[config.mk]
export PLATFORM = sky130hd
export DESIGN_NAME = sid_regbank_multi
export DESIGN_NICKNAME = d
export VERILOG_FILES = /design/src/rtl/sid_regbank_multi.sv
export SDC_FILE = /design/constraint.sdc
export NUM_CORES = 1
export LEC_CHECK = 0
export ABC_AREA = 1
export CAP_MARGIN = 20
export CORE_AREA = 5 5 249 154
export CTS_BUF_LIST = sky130_fd_sc_hd__clkbuf_4 sky130_fd_sc_hd__clkbuf_8 sky130_fd_sc_hd__clkbuf_16
export CTS_CLUSTER_SIZE = 40
export DETAILED_ROUTE_END_ITERATION = 10
export DIE_AREA = 0 0 254 159
export PLACE_DENSITY = 0.87
export SKIP_LAST_GASP = 1
export SLEW_MARGIN = 20
export SYNTH_ARGS = -nofsm -noshare
export SYNTH_HDL_FRONTEND = slang
export SYNTH_SLANG_ARGS = --single-unit
export TNS_END_PERCENT = 1
[constraint.sdc]
create_clock -name clk -period 4.6 [get_ports clk]
set_clock_uncertainty 0.15 [all_clocks]
set_input_delay 1.15 -clock clk [delete_from_list [all_inputs] [get_ports clk]]
set_output_delay 1.15 -clock clk [all_outputs]
set_load 0.01 [all_outputs]
[src/rtl/sid_regbank_multi.sv]
// Multi-bank SID register file: masked register writes, per-bank open-bus latch with
// tick-driven decay, and a registered read mux that serves the lowest selected bank.
module sid_regbank_multi #(
    parameter int          NUM_SID     = 2,
    parameter logic [15:0] DECAY_TICKS = 16'd2000
) (
    input  logic                   clk,
    input  logic                   reset,
    input  logic                   ce_1m,
    input  logic [NUM_SID-1:0]     cs,
    input  logic                   we,
    input  logic [4:0]             addr,
    input  logic [7:0]             data_in,
    output logic [7:0]             data_out,
    input  logic [NUM_SID*8-1:0]   pot_x,
    input  logic [NUM_SID*8-1:0]   pot_y,
    input  logic [NUM_SID*8-1:0]   osc3,
    input  logic [NUM_SID*8-1:0]   env3,
    output logic [NUM_SID*200-1:0] regs,
    output logic [NUM_SID-1:0]     wr_stb,
    output logic [4:0]             wr_addr
);

    localparam logic [4:0] LAST_REG = 5'h18;

    logic [7:0]         r_regs   [NUM_SID][25];
    logic [7:0]         r_lastWr [NUM_SID];
    logic [15:0]        r_decay  [NUM_SID];
    logic [NUM_SID-1:0] r_wrStb;
    logic [4:0]         r_wrAddr;
    logic [7:0]         r_dataOut;

    logic [7:0]         w_wrData;
    logic [7:0]         w_readData;

    // Pulse-width high nibbles and the 3-bit filter cutoff low byte keep only their implemented bits.
    always_comb begin
        w_wrData = data_in;
        case (addr)
            5'h03, 5'h0A, 5'h11: w_wrData = {4'h0, data_in[3:0]};
            5'h15:               w_wrData = {5'h00, data_in[2:0]};
            default:             w_wrData = data_in;
        endcase
    end

    // Walking from the top bank down leaves the lowest selected bank as the one that is read.
    always_comb begin
        w_readData = 8'h00;
        for (int k = NUM_SID - 1; k >= 0; k--) begin
            if (cs[k]) begin
                case (addr)
                    5'h19:   w_readData = pot_x[k*8 +: 8];
                    5'h1A:   w_readData = pot_y[k*8 +: 8];
                    5'h1B:   w_readData = osc3[k*8 +: 8];
                    5'h1C:   w_readData = env3[k*8 +: 8];
                    default: w_readData = r_lastWr[k];
                endcase
            end
        end
    end

    // A write on the same edge as the final decay tick takes priority and restarts the decay.
    always_ff @(posedge clk) begin
        if (reset) begin
            for (int k = 0; k < NUM_SID; k++) begin
                for (int r = 0; r < 25; r++) begin
                    r_regs[k][r] <= 8'h00;
                end
                r_lastWr[k] <= 8'h00;
                r_decay[k]  <= 16'd0;
            end
            r_wrStb   <= '0;
            r_wrAddr  <= 5'h00;
            r_dataOut <= 8'h00;
        end else begin
            r_wrStb <= we ? cs : '0;
            if (we && (|cs)) begin
                r_wrAddr <= addr;
            end
            if (|cs) begin
                r_dataOut <= w_readData;
            end
            for (int k = 0; k < NUM_SID; k++) begin
                if (we && cs[k]) begin
                    if (addr <= LAST_REG) begin
                        r_regs[k][addr] <= w_wrData;
                    end
                    r_lastWr[k] <= data_in;
                    r_decay[k]  <= DECAY_TICKS;
                end else if (ce_1m && (r_decay[k] != 16'd0)) begin
                    r_decay[k] <= r_decay[k] - 16'd1;
                    if (r_decay[k] == 16'd1) begin
                        r_lastWr[k] <= 8'h00;
                    end
                end
            end
        end
    end

    for (genvar k = 0; k < NUM_SID; k++) begin : g_bank
        for (genvar r = 0; r < 25; r++) begin : g_reg
            assign regs[(k*25+r)*8 +: 8] = r_regs[k][r];
        end
    end

    assign data_out = r_dataOut;
    assign wr_stb   = r_wrStb;
    assign wr_addr  = r_wrAddr;

endmodule

== Word level (Yosys, flattened, before mapping) ==
Memories as Yosys holds them, arrays and structs flattened.
Index checks and enable logic that the tools add are counted.
Widths: inputs -> output; s select.

* Add/sub/neg operators: 2
* Order comparisons: 3
* Equality and inequality tests: 10
* Muxes and demuxes: 448
* Bitwise gates (word level): 410
* Reductions and logical operators: 11

{| class="wikitable"
|+ Operator list
! kind !! count
|-
| $mux 1 || 431
|-
| $or 1x1->1 || 408
|-
| $mux 200 || 2
|-
| $mux 16 || 4
|-
| $pmux 8 s4 || 2
|-
| $mux 8 || 7
|-
| $demux 8 s5 || 1
|-
| $eq 16x1->1 const B || 2
|-
| $reduce_bool 16->1 || 2
|-
| $sub 16x1->16 const B || 2
|-
| $eq 5x5->1 const B || 6
|-
| $pmux 8 s2 || 1
|-
| $ge 6x6->1 const B || 1
|-
| $logic_and 1x1->1 || 6
|-
| $lt 6x1->1 const B || 1
|-
| $not 5->6 || 1
|-
| $eq 5x2->1 const B || 1
|-
| $eq 5x4->1 const B || 1
|-
| $le 5x5->1 const B || 1
|-
| $reduce_or 2->1 || 2
|-
| $reduce_or 3->1 || 1
|-
| $not 1->1 || 1
|}

* Register bits: 15
* Memory bits (writable): 448
* Bits of input ports: 83
* Output and inout port bits: 415
* Word-level logic and storage cells: 890
* Memories: 3

{| class="wikitable"
|+ Memories
! memory !! depth !! width !! read ports !! clocked after memory_dff !! wr ports !! RTL line !! text
|-
| r_regs || 2 || 200 || 2 || 0 || 2 || 26 || <nowiki>logic [7:0] r_regs [NUM_SID][25];</nowiki>
|-
| r_decay || 2 || 16 || 2 || 0 || 2 || 28 || <nowiki>logic [15:0] r_decay [NUM_SID];</nowiki>
|-
| r_lastWr || 2 || 8 || 2 || 0 || 2 || 27 || <nowiki>logic [7:0] r_lastWr [NUM_SID];</nowiki>
|}

== Longest topological paths before layout ==
An unclocked memory read counts as a cell.

* Word-level depth: 8
* Mapped depth: 12
* Mapped depth without buffers: 11

== Least setup slack after synthesis ==
No wires, ideal clock.

* Path kind: input to register
* Start: input addr[0]
* End: memory r_regs[0][64] (netlist bit) (enable)
* Setup time: 0.329 ns
* Data arrival time: 2.464 ns
* Data required time: 4.121 ns
* Path slack: 1.657 ns
* Stages: 8
* Path buffers: 1
* Path through: nor2_2 > inv_2 > nor3_2 > nor2_1 > nor3_4 > buf_4 > nand2_1 > nand2_1

{| class="wikitable"
|+ RTL lines
! element !! RTL line !! text
|-
| from (decl) || 12 || <nowiki>input logic [4:0] addr,</nowiki>
|-
| to (decl) || 26 ||
|}

==> results <==
cells in the mapped netlist, drive strengths merged, types with 2 or more instances:
library cell | instances | area, µm²
o21bai | 7 | 52.6
ha | 6 | 75.1
nor2 | 492 | 1850
clkinv | 6 | 22.5
o21ai | 20 | 100
xnor2 | 5 | 43.8
and3 | 2 | 12.5
inv | 96 | 360
nand3b | 8 | 60.1
edfxtp | 440 | 13200
nand2 | 259 | 1020
buf | 30 | 156
nor3 | 11 | 87.6
o21a | 5 | 37.5
nand4 | 5 | 31.3
dfxtp | 23 | 460
clkbuf | 34 | 128
xor2 | 10 | 87.6
nand3 | 76 | 380
a21oi | 23 | 115
or2 | 2 | 12.5
state kept, by name, summed over array words and instances (netlist names):
| name | flops |
|---|---|
| data_out | 8 |
| r_lastWr | 16 |
| wr_stb | 2 |
| wr_addr | 5 |
| r_decay | 32 |
| r_regs | 400 |
cells by family (layout without fill, tap and decap cells):
logic type	Yosys count	in the layout	synth area share (%)
AND/OR/NAND/NOR	857	857	18.9
flip-flops	463	463	74.5
buffers and inverters	166	700	3.64
AO/OA/AOI/OAI	57	57	1.75
XOR/XNOR	15	15	0.716
adder cells (fa/ha/maj)	6	6	0.409
other	1	34	0.0204
power groups by stage:
stage / Combinational (W) / Sequential (W) / Clock [W]
floorplan: 0.000318 / 0.00515 / 0
global placement: 0.00109 / 0.00507 / 0
detailed placement: 0.00111 / 0.00508 / 0
CTS: 0.00112 / 0.00499 / 0.00363
global route: 0.00118 / 0.00501 / 0.00383
finish: 0.00112 / 0.00499 / 0.00360
worst max-delay path, delay by kind of cell:
| family | cells | cell delay [ns] |
|---|---|---|
| buf+inv | 2 | 0.89 |
| simple gates | 6 | 1.93 |
final timing paths:
check,endpoint,slack [ns],startpoint
worst max-delay path,r_regs[0][84],0.66,addr[4]
worst min-delay path,r_lastWr[1][7],0.35,r_lastWr[1][7]
worst max register to register,r_decay[0][12],1.82,r_decay[0][8]
worst min register to register,r_lastWr[1][7],0.35,r_lastWr[1][7]
cell type report:
| class | instances | share of cell area (%) |
|---|---|---|
| clock buffers | 50 | 4.45 |
| flip-flops and latches | 463 | 53.9 |
| multi-input cells | 969 | 16.4 |
| well taps | 476 | 2.35 |
| repair buffers | 522 | 20.4 |
| inverters | 102 | 1.51 |
| clock inverters | 26 | 1.04 |
metal layers:
| metal | global-route usage, % | up-vias | wire (µm) |
|---|---|---|---|
| li1 | - | 6246 | - |
| met1 | 39.5 | 6823 | 22900 |
| met2 | 47.0 | 945 | 28900 |
| met3 | 8.62 | 112 | 7400 |
| met4 | 7.95 | 2 | 1810 |
| met5 | 1.43 | - | 82 |
stage by stage:
stage	hold WS (ns)	cell area, µm²
global placement	0.329	24000
finish	0.351	25400
CTS	0.344	25400
detailed placement	0.334	24000
global route	0.363	25400
floorplan	0.286	18500
cell usage in the layout, fill, tap and decap left out, types with 25 or more instances in the layout:
cell                                n
sky130_fd_sc_hd__conb_1            34
sky130_fd_sc_hd__nand2_2           25
sky130_fd_sc_hd__nor2_1           489
sky130_fd_sc_hd__clkdlybuf4s50_1  497
sky130_fd_sc_hd__inv_1             88
sky130_fd_sc_hd__nand3_1           76
sky130_fd_sc_hd__nand2_1          234
sky130_fd_sc_hd__edfxtp_1         440
sky130_fd_sc_hd__clkbuf_16         43
==> impl_summary.log <==
[metrics] clock latency reported for the late side of the worst-skew pair: about 0.55 ns
[metrics] number of violations of the max-capacitance limit: 0
[metrics] Vias per Instance: approximately 5.4
[metrics] leakage power total: between 9 and 10 nW
[metrics] Die Ht: between 150 and 200 µm
[metrics] sequential-to-total area share from yosys stat: between 70% and 80%
[metrics] flip-flop and latch count after synthesis: 463
[metrics] slew at the pin closest to its max-slew limit: 0.932 ns
[metrics] average detailed-routed wire length per instance: roughly 23 µm
[metrics] clock sink count: 463
[metrics] total power divided by cell area: ~380 nW/µm²
[metrics] worst r2r path cells: 6
[metrics] total wire length after detailed routing: ~60000 µm
[metrics] fraction of the cycle the final worst path needs: ~86%
[metrics] combined global-route utilization of all metal layers: between 20 and 30%
[metrics] Hold/Removal Path Class: reg -> reg
[metrics] distinct cell type count after synthesis: 34
[metrics] reported net switching power: around 0.0023 W
[metrics] via count of the first global-routing pass: roughly 14000
[metrics] buffers inserted during post-CTS setup optimization: 0
[metrics] mean cell area of the mapped netlist: around 12 µm²
[metrics] width of the die: 254 µm
[metrics] result of the run: completed
[metrics] Post-DP HPWL: roughly 45000 µm
[metrics] time the worst path needs with I/O delays and setup: just under 4 ns
[metrics] remaining routing DRC violations: 0
[metrics] post-synthesis instance total: 1565
[metrics] worst-case clock buffer depth: 3
[metrics] required time worst endpoint: 4.64 ns
[metrics] initial antenna violation count: 0
[metrics] internal power: around 0.0074 W
[metrics] top-level port count: between 400 and 500
[metrics] via count: 14128
[metrics] layout cells sized above 1: under 10%
[metrics] clock-pin slew of the registers on the worst-case setup and hold paths: approximately 0.070 ns
[metrics] fraction of registers with async set/reset: 0%
[metrics] count of non-filler cells in the finished layout: 2608
[metrics] area occupied by multi-input gates: 4150 µm²
[metrics] leftover overflow at the end of global routing: 0
[metrics] count of endpoints failing hold in the final timing report: 0
[metrics] CTS tree: yes
[metrics] final core area utilization: 70.9%
[metrics] mapped cell area: roughly 18000 µm²
[metrics] cell with the most instances on the worst path: sky130_fd_sc_hd__nand2_1
[metrics] initial drt markers: about 1600
[metrics] Hold Path Depth: 2
[metrics] Die ar.: 40400 µm²
[metrics] fin worst setup slack: 0.657 ns
[metrics] number of enable flip-flop cells after synthesis: 440
[metrics] count of nets left with antenna violations after detail routing: 0
[metrics] Yosys Warn Count: 0
[metrics] delay contributed by the slowest stage of the critical path: 0.73 ns
[metrics] Inserted Clock Buffers: between 40 and 50
[metrics] pin count of the biggest net entering global routing: 64
[metrics] PnR Total Power: 0.00971 W
[metrics] number of placement rows: 54
[metrics] switching part of the total: a little under a quarter
[metrics] maximum frequency from static timing analysis: between 0.2 and 0.3 GHz
[metrics] RSZ-0062 raised after global routing: no
[metrics] Clock Root Buffer: sky130_fd_sc_hd__clkbuf_16
[metrics] count of input and output buffers: 497
[metrics] maximum fanout along the worst path: 14
[metrics] number of hold buffers added after CTS: 0
[metrics] share of power burned in registers: ~51%
[metrics] Core Region: 35800 µm²
[metrics] post-place setup slack: around 0.13 ns
[metrics] final RePlAce weighted congestion: around 1
[metrics] sum of negative setup slack: 0 ns
[metrics] worst slew margin relative to its limit: 37.6%
[metrics] NumNets Final: between 2000 and 2500
[metrics] dominant synthesized flop cell: sky130_fd_sc_hd__edfxtp_1
[metrics] part of the total power dissipated in the clock network: a little under two fifths
[metrics] fill cell count: 2451
[metrics] initial core utilization: between 50% and 60%
[metrics] category of the worst setup path capture point: register
[metrics] Peak VDD IR: 267 µV
[metrics] startpoint-to-endpoint class of the critical path: in -> reg
[metrics] nature of the critical path startpoint: input pin
[metrics] signal arrival time at the worst endpoint: ~4.0 ns
[metrics] cell with the largest stage delay on the worst path: sky130_fd_sc_hd__nor3_4
[metrics] global-route wire length before repair: slightly below 90000 µm
[metrics] final-report max-slew violation count: 0
[metrics] number of instances resized during post-cts repair: 0
[metrics] First-pass DRT Iterations: 6
[metrics] sequential cell area: around 14000 µm²
[metrics] # H-tree levels: 2
[metrics] count of endpoints failing setup in the final report: 0
[metrics] layout-stage area growth over the synthesis result: 38.4%
[metrics] power share of the combinational group: 11.5%
[metrics] count of inserted antenna diode cells: 0
[metrics] critical path, cell by cell: clkdlybuf4s50_1, nand2_1, nor3_2, nor2_1, nor3_4, buf_4, nand2_1, nand2_1
[metrics] Cells after DPL: between 2000 and 3000
No activity file was read; power rests on OpenSTA's default activity.
